## src/rtl/bin_to_bcd_hs.sv

```systemverilog
// Handshaked binary-to-BCD converter using a one-bit-per-cycle double dabble loop.
// Inputs whose value is above the largest representable decimal return an error pattern with overflow set.
module bin_to_bcd_hs #(
    parameter int         BIN_W      = 16,
    parameter int         DIGITS     = 4,
    parameter logic [3:0] ERR_NIBBLE = 4'hE
) (
    input  logic                  clk,
    input  logic                  reset,
    input  logic                  in_valid,
    output logic                  in_ready,
    input  logic [BIN_W-1:0]      bin_in,
    output logic                  out_valid,
    input  logic                  out_ready,
    output logic [4*DIGITS-1:0]   bcd_out,
    output logic                  overflow,
    output logic                  busy
);

    localparam int BCD_W = 4 * DIGITS;
    localparam int SCR_W = BCD_W + BIN_W;
    localparam int CNT_W = $clog2(BIN_W + 1);
    localparam int MAX_W = (BIN_W + 1 > 32) ? (BIN_W + 1) : 32;

    function automatic logic [MAX_W-1:0] calc_max(input int digits);
        logic [MAX_W-1:0] p;
        p = MAX_W'(1);
        for (int i = 0; i < digits; i++) begin
            p = p * MAX_W'(10);
        end
        return p - MAX_W'(1);
    endfunction

    // Conditional add-3 on every digit, all evaluated from the same pre-shift value.
    function automatic logic [BCD_W-1:0] add3_digits(input logic [BCD_W-1:0] d);
        logic [BCD_W-1:0] r;
        r = d;
        for (int i = 0; i < DIGITS; i++) begin
            if (d[4*i +: 4] >= 4'd5) begin
                r[4*i +: 4] = d[4*i +: 4] + 4'd3;
            end else begin
                r[4*i +: 4] = d[4*i +: 4];
            end
        end
        return r;
    endfunction

    localparam logic [MAX_W-1:0] MAX_VAL     = calc_max(DIGITS);
    localparam logic [BCD_W-1:0] ERR_PATTERN = {DIGITS{ERR_NIBBLE}};

    typedef enum logic [1:0] {
        IDLE  = 2'd0,
        SHIFT = 2'd1,
        DONE  = 2'd2
    } state_t;

    state_t             state_r;
    logic [SCR_W-1:0]   scratch_r;
    logic [CNT_W-1:0]   cnt_r;
    logic [SCR_W-1:0]   shifted_s;
    logic [BCD_W-1:0]   digits_s;
    logic [MAX_W-1:0]   bin_ext_s;

    // Next scratch value for one double dabble iteration and widened input for the range test.
    always_comb begin
        bin_ext_s = MAX_W'(bin_in);
        digits_s  = add3_digits(scratch_r[SCR_W-1:BIN_W]);
        shifted_s = {digits_s, scratch_r[BIN_W-1:0]} << 1'b1;
    end

    // Control FSM, scratch/counter datapath and registered result.
    always_ff @(posedge clk) begin
        if (reset) begin
            state_r   <= IDLE;
            scratch_r <= '0;
            cnt_r     <= '0;
            bcd_out   <= '0;
            overflow  <= 1'b0;
        end else begin
            case (state_r)
                IDLE: begin
                    if (in_valid) begin
                        if (bin_ext_s > MAX_VAL) begin
                            bcd_out  <= ERR_PATTERN;
                            overflow <= 1'b1;
                            state_r  <= DONE;
                        end else begin
                            scratch_r <= {{BCD_W{1'b0}}, bin_in};
                            cnt_r     <= CNT_W'(BIN_W);
                            overflow  <= 1'b0;
                            state_r   <= SHIFT;
                        end
                    end
                end
                SHIFT: begin
                    scratch_r <= shifted_s;
                    cnt_r     <= cnt_r - CNT_W'(1);
                    // Only the final post-shift digit field ever reaches bcd_out.
                    if (cnt_r == CNT_W'(1)) begin
                        bcd_out <= shifted_s[SCR_W-1:BIN_W];
                        state_r <= DONE;
                    end
                end
                DONE: begin
                    if (out_ready) begin
                        state_r <= IDLE;
                    end
                end
                default: begin
                    state_r <= IDLE;
                end
            endcase
        end
    end

    assign in_ready  = (state_r == IDLE);
    assign out_valid = (state_r == DONE);
    assign busy      = (state_r != IDLE);

endmodule

```

## config.mk

```make
export PLATFORM = sky130hd
export DESIGN_NAME = bin_to_bcd_hs
export DESIGN_NICKNAME = d
export VERILOG_FILES = /design/src/rtl/bin_to_bcd_hs.sv
export SDC_FILE = /design/constraint.sdc
export NUM_CORES = 1
export LEC_CHECK = 0
export CORE_MARGIN = 4
export CORE_UTILIZATION = 40
export DETAILED_ROUTE_END_ITERATION = 7
export PLACE_DENSITY = 0.64
export SYNTH_ARGS = -nofsm -noshare
export SYNTH_HDL_FRONTEND = slang
export SYNTH_SLANG_ARGS = --single-unit
```

## constraint.sdc

```tcl
create_clock -name clk -period 5.1 [get_ports clk]
set_input_delay 0.51 -clock clk [delete_from_list [all_inputs] [get_ports clk]]
set_output_delay 0.51 -clock clk [all_outputs]
set_load 0.01 [all_outputs]
```

* After elaboration in Yosys (flattened, before gate mapping) *
Index checks and enable logic that the tools add are counted.

storage, ports and cells
  register bits = 56
  output and inout bits = 20
  word-level logic and storage cells = 50

cells by class
  add/subtract/negate cells = 5
  $lt $le $gt $ge = 5
  equality and inequality tests = 8
  multiplexer cells = 20
  reduce and logical (&&, ||, !) cells = 7

operators with widths
  cell                  count
  $mux 32               2
  $pmux 32 s2           1
  $mux 16               3
  $pmux 16 s2           1
  $ge 4x3->1 const B    4
  $gt 16x14->1 const B  1
  $add 4x2->4 const B   3
  $mux 4                3
  $mux 5                2
  $pmux 5 s2            1
  $mux 2                4
  $ne 2x2->1 const B    3
  $pmux 2 s3            1
  $reduce_and 3->1      2
  $eq 5x1->1 const B    1
  $sub 5x1->5 const B   1
  $ne 2x1->1 const B    2
  $reduce_and 4->1      1
  $reduce_bool 2->1     2
  $add 3x2->3 const B   1
  $mux 3                1
  $eq 2x1->1 const B    1
  $eq 2x2->1 const B    1
  $logic_not 2->1       1
  2 further kinds       2

* Longest topological paths before layout *
  depth in word-level cells = 4
  mapped depth = 9

* Worst setup path before layout *
No wires, ideal clock.

  path kind = in2reg
  start = in bin_in[7]
  end = reg cnt_r[3]
  library setup time = 0.130 ns
  arrival time = 1.730 ns
  required time = 4.970 ns
  path slack = 3.240 ns
  cell stages on the path = 6
  cell sequence = nor4_1 nor2_1 o31a_1 clkbuf_1 o41ai_1 a21oi_1

on the way
  cells in the longest elaborated chain, start to end = 3

RTL lines
  element                     line  RTL
  start, declared             12    input logic [BIN_W-1:0] bin_in,
  $gt 16x14->1                83    if (bin_ext_s > MAX_VAL) begin
  $ne 2x2->1 (no line)        n/a
  $reduce_and 3->1 (no line)  n/a
  end signal, assigned        89    cnt_r <= CNT_W'(BIN_W);
  end signal, assigned        97    cnt_r <= cnt_r - CNT_W'(1);
  end, declared               59    logic [CNT_W-1:0] cnt_r;

Every way passes these cells.
A chain may end at the register's enable or synchronous reset.

* Final worst setup path *
  start = in bin_in[7]
  end = reg scratch_r[8]

on the way
  cells in the longest elaborated chain, start to end = 3

RTL lines
  element                     line  RTL
  $gt 16x14->1                83
  $ne 2x2->1 (no line)        n/a
  $reduce_and 3->1 (no line)  n/a
  end signal, assigned        88    scratch_r <= {{BCD_W{1'b0}}, bin_in};
  end signal, assigned        96    scratch_r <= shifted_s;
  end, declared               58    logic [SCR_W-1:0] scratch_r;

Every way passes these cells.

==> results.ini <==
[finish]
drive_gt1_frac=0.113
fillers=608
fin_nets=365
syn_to_final_growth_pct=19.0
diodes=0
fin_area_um2=3180
fin_cells=413
postLayoutCoreUtil=0.495

[timing]
slew_headroom=0.225
fin_worst_skew_ns=0.00737
tightest_slew_ns=1.16
drv_slew=0
fin_crit_ns=2.58
rsz0062_at_grt=no
finalSetupViolCount=0
fin_crit_sh=0.505
fmax_mhz=388
finalHoldViolations=0
fin_setup_tns_ns=0
fin_ws_ns=2.52
hold-worst-slack_ns=0.481

[route]
first_pass_iters=4
wire_per_inst_um=13.6
antenna_left=0
route.detailed.drc=0
vias=2205
avgViaCountPerCell=5.34
drt_iter0_markers=114
drt_wl_total_mm=5.62

[cts]
htree_levels=2
clkSlewWorstSetupHoldPaths_ns=0.10
post-cts-setup-buffer-count=0
clk_path_buf_depth=2
cts_sinks=56
cts_hold_buf=0
cts_tree=built
cts-resized-gates=0
clk_latency_ns=0.31
cts_made_buffers=5
root_buffer=clkbuf_8

[die]
die_area_um2=8050
initial_core_util=0.416
core_um2=6420
die_height_um=89.7
die_w_um=89.7
rows=29
num_io_pins=40

[critical_path]
crit_type=input port to register
worstSetupEndpointType=register
crit_chain=clkdlybuf4s50_1 -> nor4_1 -> nor2_1 -> o31ai_4 -> nor2_1 -> a311oi_1
crit_family=compound AO/OA/AOI/OAI gates
crit_path_top_delay_cell=o31ai_4
required_ns=5.31
cp_max_fo=31
worst-endpoint-arrival_ns=2.79
path_buf_inv=1
start_kind=input port
path_common_cell=nor2_1
slowest_delay_ns=1.00

[placed_design]
hpwl_mm=3.64
place_area_um2=3070
dp_worst_setup_slack_ns=2.16
place_congestion=0.794
port_buffers=39
dp.cells=405

[power_and_ir_drop]
finalPower_mw=0.893
peakVddDrop_mv=0.128
leakagePower_nw=1.12
powerDensity_nw_per_um2=281

[logic_synthesis]
yosys.cell_count.top_type=dfxtp_1
ys.flop_type=dfxtp_1
yosys.area.top_type_share=0.419
synth_seq_cells=56
synth_commonest_cells=dfxtp_1, nor2_1, nand2_1, a21oi_1, inv_1
synthCells=307
yosysSeqAreaShare=0.419
synth_largest_area_cell=dfxtp_1
avgSynthCellArea_um2=8.71
synthTopCellsByArea=dfxtp_1, nor2_1, a211oi_2
yosysUniqueCellTypes=43
synth_area_um2=2670
synth_fp_nets=337
ys_warn_count=0
async_flop_share=0
synth_edf_count=0

[global_route]
grt_pass1_wl_mm=10.2
grt_overflow_total=0
grt_start_max_net_pins=55
antenna_found_initial=0
first_global_vias=2136
track_usage=0.149

[run_status]
outcome=completed

[worst_hold_path]
hp-class=register to register

[flow_run]
max_cap_violations=0

==> routing by layer <==
metal	wire length [um]	track usage	vias up
met4	45	0.0307	0
li1	-	-	1127
met2	2440	0.240	45
met3	251	0.0417	5
met1	2890	0.199	1028
met5	0	0	-
==> placed cells by master (no fill, tap or decap), types with 2 or more instances in the layout <==
master           count
a21oi_1             23
a211oi_2            10
nor3_1               3
inv_1               15
a22oi_1              3
nor2_2               9
o21ai_0              6
xor2_1               2
dfxtp_1             56
nor2b_1              9
mux2_2               4
o22ai_1              4
clkbuf_8             5
a211oi_1             2
nand2b_1             4
or3_1                3
ha_1                10
buf_4                2
nand2_1             30
xnor2_1              4
nor2_1              48
o2bb2ai_1            4
a311oi_1            13
clkdlybuf4s50_1     38
mux2i_1              5
o31a_1               2
nor3b_1              4
==> worst register-to-register path, stage by stage (launching register included) <==
cell     delay [ns]
dfxtp_1        0.43
ha_1           0.17
or4b_4         0.48
mux2i_1        0.19
o311a_1        0.84
mux2i_1        0.27
nor2_1         0.05
==> registers in the layout (all words and copies together), names as in the netlist <==
signal / flops
scratch_r: 32
bcd_out: 16
cnt_r: 5
state_r: 2
overflow: 1
==> kinds of logic (layout without fill, tap and decap cells) <==
family | count (synthesis) | after routing | share of synthesized area
compound gates | 74 | 74 | 0.213
xor+xnor | 6 | 6 | 0.0197
fa+ha+maj | 10 | 10 | 0.0468
buf+inv | 35 | 64 | 0.0604
flops | 56 | 56 | 0.419
mux | 9 | 9 | 0.0356
simple gates | 117 | 117 | 0.206
==> final timing paths <==
path	startpoint	end	slack, ns	depth (start not counted)
worst max register to register	cnt_r[0]	bcd_out[4]	2.54	6
worst max-delay path	bin_in[7]	scratch_r[8]	2.52	6
worst min register to register	overflow	overflow	0.48	2
worst min-delay path	overflow	overflow	0.48	2
==> final cells by class <==
cell class,count,area (um2),area share
well taps,77,96.3,0.0303
multi-input cells,216,1400,0.440
inverters,15,56.3,0.0177
repair buffers,41,400,0.126
clock inverters,2,35.0,0.0110
flip-flops and latches,56,1120,0.352
clock buffers,6,72.6,0.0228
==> where the power goes <==
part	leakage, nW	internal [mW]	switching (mW)
Combinational	0.608	0.0660	0.0685
Clock	0.0552	0.146	0.140
Sequential	0.457	0.459	0.0136
Total	1.12	0.671	0.222
Note: power is estimated with default switching activity, not from simulation.
